===== src/rtl/cpu_defs.sv =====
// rtl/cpu_defs.sv - shared opcodes, state encodings and IR field positions for ALU, datapath and control
package cpu_defs;

  localparam int OPC_W   = 5;
  localparam int OPC_MSB = 31;
  localparam int OPC_LSB = 27;
  // Ra/Rb/Rc occupy IR[26:15]; the datapath decodes them, control only selects which one
  localparam int IR_REG_MSB = 26;
  localparam int IR_REG_LSB = 15;

  localparam logic [OPC_W-1:0] OP_ADD  = 5'b00011;
  localparam logic [OPC_W-1:0] OP_SUB  = 5'b00100;
  localparam logic [OPC_W-1:0] OP_AND  = 5'b00101;
  localparam logic [OPC_W-1:0] OP_OR   = 5'b00110;
  localparam logic [OPC_W-1:0] OP_SHR  = 5'b00111;
  localparam logic [OPC_W-1:0] OP_SHL  = 5'b01001;
  localparam logic [OPC_W-1:0] OP_ROR  = 5'b01010;
  localparam logic [OPC_W-1:0] OP_ROL  = 5'b01011;
  localparam logic [OPC_W-1:0] OP_MUL  = 5'b01111;
  localparam logic [OPC_W-1:0] OP_DIV  = 5'b10000;
  localparam logic [OPC_W-1:0] OP_NEG  = 5'b10001;
  localparam logic [OPC_W-1:0] OP_NOT  = 5'b10010;
  localparam logic [OPC_W-1:0] OP_NOP  = 5'b11010;
  localparam logic [OPC_W-1:0] OP_HALT = 5'b11011;

  typedef enum logic [3:0] {
    ST_IDLE = 4'd0,
    ST_T0   = 4'd1,
    ST_T1   = 4'd2,
    ST_T2   = 4'd3,
    ST_T3   = 4'd4,
    ST_T4   = 4'd5,
    ST_T5   = 4'd6,
    ST_T6   = 4'd7,
    ST_HALT = 4'd8
  } state_t;

  typedef struct packed {
    logic three_op;
    logic two_op;
    logic muldiv;
    logic nop;
    logic halt;
    logic illegal;
  } op_class_t;

  // Registered control word; pcin_arm is qualified by Mem_rdy at the port
  typedef struct packed {
    logic run;
    logic pcout;
    logic zlowout;
    logic zhighout;
    logic mdrout;
    logic hiout;
    logic loout;
    logic marin;
    logic pcin_arm;
    logic mdrin;
    logic irin;
    logic yin;
    logic zlowin;
    logic zhighin;
    logic hiin;
    logic loin;
    logic incpc;
    logic read;
    logic gra;
    logic grb;
    logic grc;
    logic rin;
    logic rout;
    logic illegal;
  } ctrl_t;

endpackage


===== src/rtl/op_class_decode.sv =====
// rtl/op_class_decode.sv - combinational opcode to instruction-class decode
module op_class_decode
  import cpu_defs::*;
(
  input  logic [OPC_W-1:0] opcode,
  output op_class_t        cls
);

  // One class bit per opcode; anything not listed is illegal
  always_comb begin
    cls = '0;
    case (opcode)
      OP_ADD, OP_SUB, OP_AND, OP_OR,
      OP_SHR, OP_SHL, OP_ROR, OP_ROL: cls.three_op = 1'b1;
      OP_NEG, OP_NOT:                 cls.two_op   = 1'b1;
      OP_MUL, OP_DIV:                 cls.muldiv   = 1'b1;
      OP_NOP:                         cls.nop      = 1'b1;
      OP_HALT:                        cls.halt     = 1'b1;
      default:                        cls.illegal  = 1'b1;
    endcase
  end

endmodule


===== src/rtl/alu_control_sequencer.sv =====
// rtl/alu_control_sequencer.sv - hardwired fetch/ALU-execute control FSM with registered strobes
module alu_control_sequencer
  import cpu_defs::*;
#(
  parameter int OPW      = 5,
  parameter int RSELW    = 4,
  parameter int PC_RESET = 0
) (
  input  logic            Clock,
  input  logic            Clear,
  input  logic            Start,
  input  logic            Stop,
  input  logic            Mem_rdy,
  input  logic [31:0]     IR,
  output logic            Run,
  output logic            PCout,
  output logic            Zlowout,
  output logic            Zhighout,
  output logic            MDRout,
  output logic            HIout,
  output logic            LOout,
  output logic            MARin,
  output logic            PCin,
  output logic            MDRin,
  output logic            IRin,
  output logic            Yin,
  output logic            ZLowIn,
  output logic            ZHighIn,
  output logic            HIin,
  output logic            LOin,
  output logic            IncPC,
  output logic            Read,
  output logic            Gra,
  output logic            Grb,
  output logic            Grc,
  output logic            Rin,
  output logic            Rout,
  output logic [OPW-1:0]  op_code,
  output logic            Illegal
);

  state_t            state_q, state_n;
  op_class_t         cls_d, cls_q;
  ctrl_t             ctrl_q, ctrl_n;
  logic [OPC_W-1:0]  opc_q;
  logic              stop_q;
  logic              stop_now;
  logic              unused_fields;

  // Register fields and informational parameters are not consumed by control
  assign unused_fields = ^{IR[IR_REG_MSB:0], 32'(PC_RESET), 32'(RSELW)};

  op_class_decode u_dec (
    .opcode (IR[OPC_MSB:OPC_LSB]),
    .cls    (cls_d)
  );

  // A Stop seen this cycle counts as much as one latched earlier
  assign stop_now = stop_q | Stop;

  // Next-state: one instruction per pass, Stop only honoured at instruction end
  always_comb begin
    state_n = state_q;
    case (state_q)
      ST_IDLE: if (Start) state_n = ST_T0;
      ST_T0:   state_n = ST_T1;
      ST_T1:   if (Mem_rdy) state_n = ST_T2;
      ST_T2:   state_n = ST_T3;
      ST_T3: begin
        if (cls_q.halt || cls_q.illegal) state_n = ST_HALT;
        else if (cls_q.nop)              state_n = stop_now ? ST_HALT : ST_T0;
        else                             state_n = ST_T4;
      end
      ST_T4:   state_n = ST_T5;
      ST_T5: begin
        if (cls_q.muldiv) state_n = ST_T6;
        else              state_n = stop_now ? ST_HALT : ST_T0;
      end
      ST_T6:   state_n = stop_now ? ST_HALT : ST_T0;
      ST_HALT: if (Start && !Stop) state_n = ST_T0;
      default: state_n = ST_IDLE;
    endcase
  end

  // Control word for the state being entered, so outputs are registered with the state
  always_comb begin
    ctrl_n     = '0;
    ctrl_n.run = (state_n != ST_IDLE) && (state_n != ST_HALT);
    case (state_n)
      ST_T0: begin
        ctrl_n.pcout  = 1'b1;
        ctrl_n.marin  = 1'b1;
        ctrl_n.incpc  = 1'b1;
        ctrl_n.zlowin = 1'b1;
      end
      ST_T1: begin
        ctrl_n.zlowout  = 1'b1;
        ctrl_n.pcin_arm = 1'b1;
        ctrl_n.read     = 1'b1;
        ctrl_n.mdrin    = 1'b1;
      end
      ST_T2: begin
        ctrl_n.mdrout = 1'b1;
        ctrl_n.irin   = 1'b1;
      end
      ST_T3: begin
        ctrl_n.grb     = 1'b1;
        ctrl_n.rout    = 1'b1;
        ctrl_n.yin     = 1'b1;
        ctrl_n.illegal = cls_d.illegal;
      end
      ST_T4: begin
        ctrl_n.rout    = 1'b1;
        ctrl_n.zlowin  = 1'b1;
        ctrl_n.grb     = cls_q.two_op;
        ctrl_n.grc     = cls_q.three_op | cls_q.muldiv;
        ctrl_n.zhighin = cls_q.muldiv;
      end
      ST_T5: begin
        ctrl_n.zlowout = 1'b1;
        ctrl_n.loin    = cls_q.muldiv;
        ctrl_n.gra     = ~cls_q.muldiv;
        ctrl_n.rin     = ~cls_q.muldiv;
      end
      ST_T6: begin
        ctrl_n.zhighout = 1'b1;
        ctrl_n.hiin     = 1'b1;
      end
      default: ctrl_n = ctrl_n;
    endcase
  end

  // State, control word, latched opcode/class and sticky Stop
  always_ff @(posedge Clock or posedge Clear) begin
    if (Clear) begin
      state_q <= ST_IDLE;
      ctrl_q  <= '0;
      cls_q   <= '0;
      opc_q   <= '0;
      stop_q  <= 1'b0;
    end else begin
      state_q <= state_n;
      ctrl_q  <= ctrl_n;
      if (state_n == ST_T3) begin
        cls_q <= cls_d;
        opc_q <= IR[OPC_MSB:OPC_LSB];
      end else if ((state_n == ST_T0) || (state_n == ST_IDLE) || (state_n == ST_HALT)) begin
        opc_q <= '0;
      end
      if (state_n == ST_HALT) stop_q <= 1'b0;
      else if (Stop)          stop_q <= 1'b1;
    end
  end

  assign Run      = ctrl_q.run;
  assign PCout    = ctrl_q.pcout;
  assign Zlowout  = ctrl_q.zlowout;
  assign Zhighout = ctrl_q.zhighout;
  assign MDRout   = ctrl_q.mdrout;
  assign HIout    = ctrl_q.hiout;
  assign LOout    = ctrl_q.loout;
  assign MARin    = ctrl_q.marin;
  // PC is reloaded only on the T1 cycle that completes the fetch
  assign PCin     = ctrl_q.pcin_arm & Mem_rdy;
  assign MDRin    = ctrl_q.mdrin;
  assign IRin     = ctrl_q.irin;
  assign Yin      = ctrl_q.yin;
  assign ZLowIn   = ctrl_q.zlowin;
  assign ZHighIn  = ctrl_q.zhighin;
  assign HIin     = ctrl_q.hiin;
  assign LOin     = ctrl_q.loin;
  assign IncPC    = ctrl_q.incpc;
  assign Read     = ctrl_q.read;
  assign Gra      = ctrl_q.gra;
  assign Grb      = ctrl_q.grb;
  assign Grc      = ctrl_q.grc;
  assign Rin      = ctrl_q.rin;
  assign Rout     = ctrl_q.rout;
  assign Illegal  = ctrl_q.illegal;
  assign op_code  = OPW'(opc_q);

endmodule


===== config.mk =====
export PLATFORM = sky130hd
export DESIGN_NAME = alu_control_sequencer
export DESIGN_NICKNAME = d
export VERILOG_FILES = /design/src/rtl/cpu_defs.sv /design/src/rtl/op_class_decode.sv /design/src/rtl/alu_control_sequencer.sv
export SDC_FILE = /design/constraint.sdc
export NUM_CORES = 1
export LEC_CHECK = 0
export ABC_AREA = 1
export BUFFER_PORTS_ARGS = -buffer_cell sky130_fd_sc_hd__buf_2
export CORE_ASPECT_RATIO = 1.5
export CORE_MARGIN = 2
export CORE_UTILIZATION = 32
export CTS_CLUSTER_SIZE = 14
export DETAILED_ROUTE_END_ITERATION = 10
export SYNTH_ARGS = -nofsm -noshare
export SYNTH_HDL_FRONTEND = slang
export SYNTH_HIERARCHICAL = 1
export SYNTH_SLANG_ARGS = --single-unit

===== constraint.sdc =====
create_clock -name Clock -period 3.6 [get_ports Clock]
set_clock_uncertainty 0.15 [all_clocks]
set_input_delay 0.72 -clock Clock [delete_from_list [all_inputs] [get_ports Clock]]
set_output_delay 0.72 -clock Clock [all_outputs]
set_load 0.02 [all_outputs]

### After elaboration in Yosys (flattened, before gate mapping)

Index checks and enable logic that the tools add are counted.

* reduce and logical (&&, ||, !) cells: 18
* equality and inequality tests: 31
* bitwise logic cells: 4
* muxes and demuxes: 33

Operators by type and width (count)
* case mux 4 bit (9 select lines): 1
* == test 4 x 3 -> 1 bit (second input constant): 8
* two-way mux 4 bit: 7
* == test 5 bit (second input constant): 5
* two-way mux 1 bit: 21
* == test 5 x 3 -> 1 bit (second input constant): 4
* == test 5 x 4 -> 1 bit (second input constant): 4
* == test 4 x 2 -> 1 bit (second input constant): 4
* OR reduction 14 bit: 1
* two-way mux 5 bit: 2
* OR reduction 2 bit: 5
* == test 4 x 1 -> 1 bit (second input constant): 2
* == test 4 bit (second input constant): 2
* zero test 4 bit: 2
* OR reduction 8 bit: 1
* == test 5 x 2 -> 1 bit (second input constant): 1
* != test 4 bit (second input constant): 1
* nonzero test 2 bit: 2
* nonzero test 4 bit: 1
* logical OR 1 bit: 3
* logical AND 1 bit: 2
* two-way mux 2 bit: 1
* bitwise OR 1 bit: 2
* case mux 1 bit (2 select lines): 1
* 3 further kinds: 3

* word-level logic and storage cells: 112
* bits of input ports: 37
* output and inout port bits: 29
* register bits: 33

### Depth between registers and ports, before layout

* depth after elaboration: 10
* mapped depth: 11

### Cells and area by module

The synthesis kept the hierarchy.

By module, submodules not included
* alu_control_sequencer: instances 1, area each 1350.0 µm², cells each 153
* op_class_decode: instances 1, area each 118.9 µm², cells each 26

### Worst setup path after synthesis

No wires, ideal clock.

* path kind: input to output
* start point: input port Mem_rdy
* end point: output port PCin
* arrival: 896 ps
* stages on the path: 2
* path slack: 1834 ps
* buffers on the path: 0
* required time: 2730 ps
* cell sequence: nand2_1 inv_1

* cells in the longest elaborated chain, start to end: 1

RTL lines
* from (decl): RTL line alu_control_sequencer.sv:13 `input logic Mem_rdy,`
* AND 1 bit: RTL line alu_control_sequencer.sv:164 `assign PCin = ctrl_q.pcin_arm & Mem_rdy;`
* to (decl): RTL line alu_control_sequencer.sv:23 `output logic PCin,`

No other way between the ends.

### Worst setup path after layout

Same ends and word-level chain as after synthesis.

==> impl_metrics.py <==
metrics = {
    "power_and_ir_drop": {
        "p_per_area_nw_per_um2": 795,
        "finalPower_mw": 1.39,
        "leakagePower_nw": 1.06,
        "ir_drop_mv": 0.289,
    },
    "setup_path": {
        "critPathRequiredTime_ns": 2.73,
        "end_kind": "output port",
        "crit_fanout": 3,
        "rr_startpoint": "state_q[1]$_DFF_PP0_",
        "crit_arrival_ns": 1.07,
        "rr_endpoint": "op_code[4]$_DFFE_PP0P_",
        "critPathKind": "input pin to output port",
        "start_kind": "input pin",
        "reg2reg_depth": 9,
        "ff2ff_setup_slack_ns": 1.95,
    },
    "floorplanning": {
        "core.rowCount": 30,
        "fp.dieArea_um2": 5160,
        "initial_core_util_pct": 32.9,
        "core-area_um2": 4470,
        "fp.dieH_um": 87.0,
        "pin_count": 66,
        "die_w_um": 59.3,
    },
    "sta": {
        "period_share_pct": 53.8,
        "period_needed_ns": 1.94,
        "whs_ns": 0.314,
        "finalHoldViolCount": 0,
        "rsz0062_at_grt": "no",
        "setup_tns_ns": 0,
        "setup_violations": 0,
        "slew_violations": 0,
        "fmax_mhz": 516,
    },
    "min_path": {
        "hold_path_end": "IRin$_DFF_PP0_",
        "worstHoldStart": "state_q[3]$_DFF_PP0_",
        "min_path_type": "flip-flop to flip-flop",
        "holdPathStages": 1,
    },
    "grt": {
        "grt_overflow": 0,
        "grt_max_degree": 32,
        "grt_pass1_wl_um": 4460,
        "grt_pass1_vias": 1065,
        "antenna_found_initial": 0,
        "grt_use_total_pct": 11.6,
    },
    "layout": {
        "syn_to_final_growth_pct": 18.7,
        "n_fill_cell": 471,
        "nNetsFinal": 252,
        "largest_reg_flops": 6,
        "regMostFlops": "cls_q",
        "layout-drive-gt1-share_pct": 31.6,
        "diodes": 0,
    },
    "clock_network": {
        "postCtsHoldBufs": 0,
        "ctsResizeCount": 0,
        "cts_sinks": 31,
        "cts_root_buffer": "clkbuf_8",
        "clk_pin_slew_ns": 0.06,
        "cts_setup_buffers": 0,
        "cts_made_buffers": 5,
        "htreeDepth": 2,
        "clock_latency_ns": 0.27,
        "max-clock-path-buffers": 2,
        "cts_tree": "yes",
    },
    "place": {
        "gp_congestion": 0.740,
        "port_buffers": 36,
        "dp_hpwl_um": 2220,
    },
    "yosys": {
        "yosysWarningCount": 6,
        "yosys-top-cells-area": "dfrtp_1 (53%), nand2_1 (12%), nor2_1 (6.6%)",
        "ys_seq_elements": 31,
        "yosys.area.top_type_share_pct": 52.8,
        "yosysSeqAreaShare_pct": 52.8,
        "yosys.area.top_type": "dfrtp_1",
        "avgSynthCellArea_um2": 8.21,
        "syn-instance-count": 179,
        "netlist_area_um2": 1470,
        "synth.distinct_cells": 21,
    },
    "status": {
        "status": "finished clean",
    },
    "detailed_routing": {
        "drt_iter0_markers": 16,
        "detail-route-antenna-nets": 0,
        "drc": 0,
        "vias_per_cell": 4.42,
        "routed-via-count": 1162,
        "wl_per_cell_um": 10.6,
        "totalWireLength_um": 2780,
        "drt_first_pass_iters": 4,
    },
    "run": {
        "max-cap-violations": 0,
    },
}
placed cells by master (no fill, tap or decap):
cell type  count
dfrtp_1       31
inv_1         20
clkinv_2       1
o21ai_0        3
nand2_2        6
conb_1         2
nand3_2        3
buf_4          1
buf_2         36
a21oi_1        2
nor2_4         2
nand4_1        1
clkbuf_8       6
nor2_1        26
inv_2          4
or2_1          1
nor2_2         7
nor4_1         1
a21oi_2        1
nand3_1       12
o21ai_2        1
nand2_1       47
nor3_1         1
critical path, cell delays in order:
cell and delay [ns]:
buf_2 0.12, nand2_1 0.05, inv_1 0.03, buf_2 0.14
cells by family after synthesis:
family / share of synthesized area, %
other: 0.255
buffers and inverters: 10.6
AO/OA/AOI/OAI: 2.90
AND/OR/NAND/NOR: 33.5
flip-flops: 52.8
metal layers:
metal	global-route usage, %	up-vias	wire length, um
met5	0	-	0
li1	-	605	-
met3	2.82	5	86
met4	6.82	0	73
met2	21.1	19	1560
met1	11.3	533	1060
stage by stage:
| step | worst slack, ns | cell area [um2] | utilization [%] | instances |
|---|---|---|---|---|
| 4_1_cts | 1.65 | 1740 | 39.0 | 263 |
| 3_5_place_dp | 1.60 | 1660 | 37.1 | 256 |
| 5_1_grt | 1.64 | 1740 | 39.0 | 263 |
| 3_3_place_gp | 1.62 | 1660 | 37.1 | 256 |
| 2_1_floorplan | 1.83 | 1470 | - | 180 |
| 6_report | 1.66 | 1740 | 39.0 | 263 |
final cells by class:
class	count	area (um2)	area share (%)
Multi-Input combinational cell	116	542	31.1
Sequential cell	31	776	44.5
Clock buffer	6	82.6	4.74
Inverter	24	90.1	5.17
Tap cell	48	60.1	3.45
Clock inverter	1	5.00	0.287
Timing Repair Buffer	37	188	10.8
cells in the mapped netlist:
| master | number |
|---|---|
| nand2_1 | 47 |
| dfrtp_1 | 31 |
| nor2_1 | 26 |
| inv_1 | 20 |
| nand3_1 | 12 |
| buf_4 | 8 |
| nor2_2 | 7 |
| nand2_2 | 6 |
| inv_2 | 4 |
| nand3_2 | 3 |
| o21ai_0 | 3 |
| a21oi_1 | 2 |
| nor2_4 | 2 |
| a21oi_2 | 1 |
| buf_2 | 1 |
| conb_1 | 1 |
| nand4_1 | 1 |
| nor3_1 | 1 |
| nor4_1 | 1 |
| o21ai_2 | 1 |
| or2_1 | 1 |
worst max path at each step:
stage	to	slack, ns	cells after the start	from
3_3_place_gp	Run$_DFF_PP0_	1.62	9	Stop
2_1_floorplan	PCin	1.83	2	Mem_rdy
4_1_cts	PCin	1.65	4	Mem_rdy
6_report	PCin	1.66	4	Mem_rdy
3_5_place_dp	op_code[4]$_DFFE_PP0P_	1.60	11	Stop
5_1_grt	PCin	1.64	4	Mem_rdy
where the power goes:
group,leakage (nW),switching [mW],internal [mW]
Combinational,0.602,0.416,0.179
Sequential,0.409,0.0583,0.467
Clock,0.0470,0.116,0.150
(Power assumes the default switching activity.)
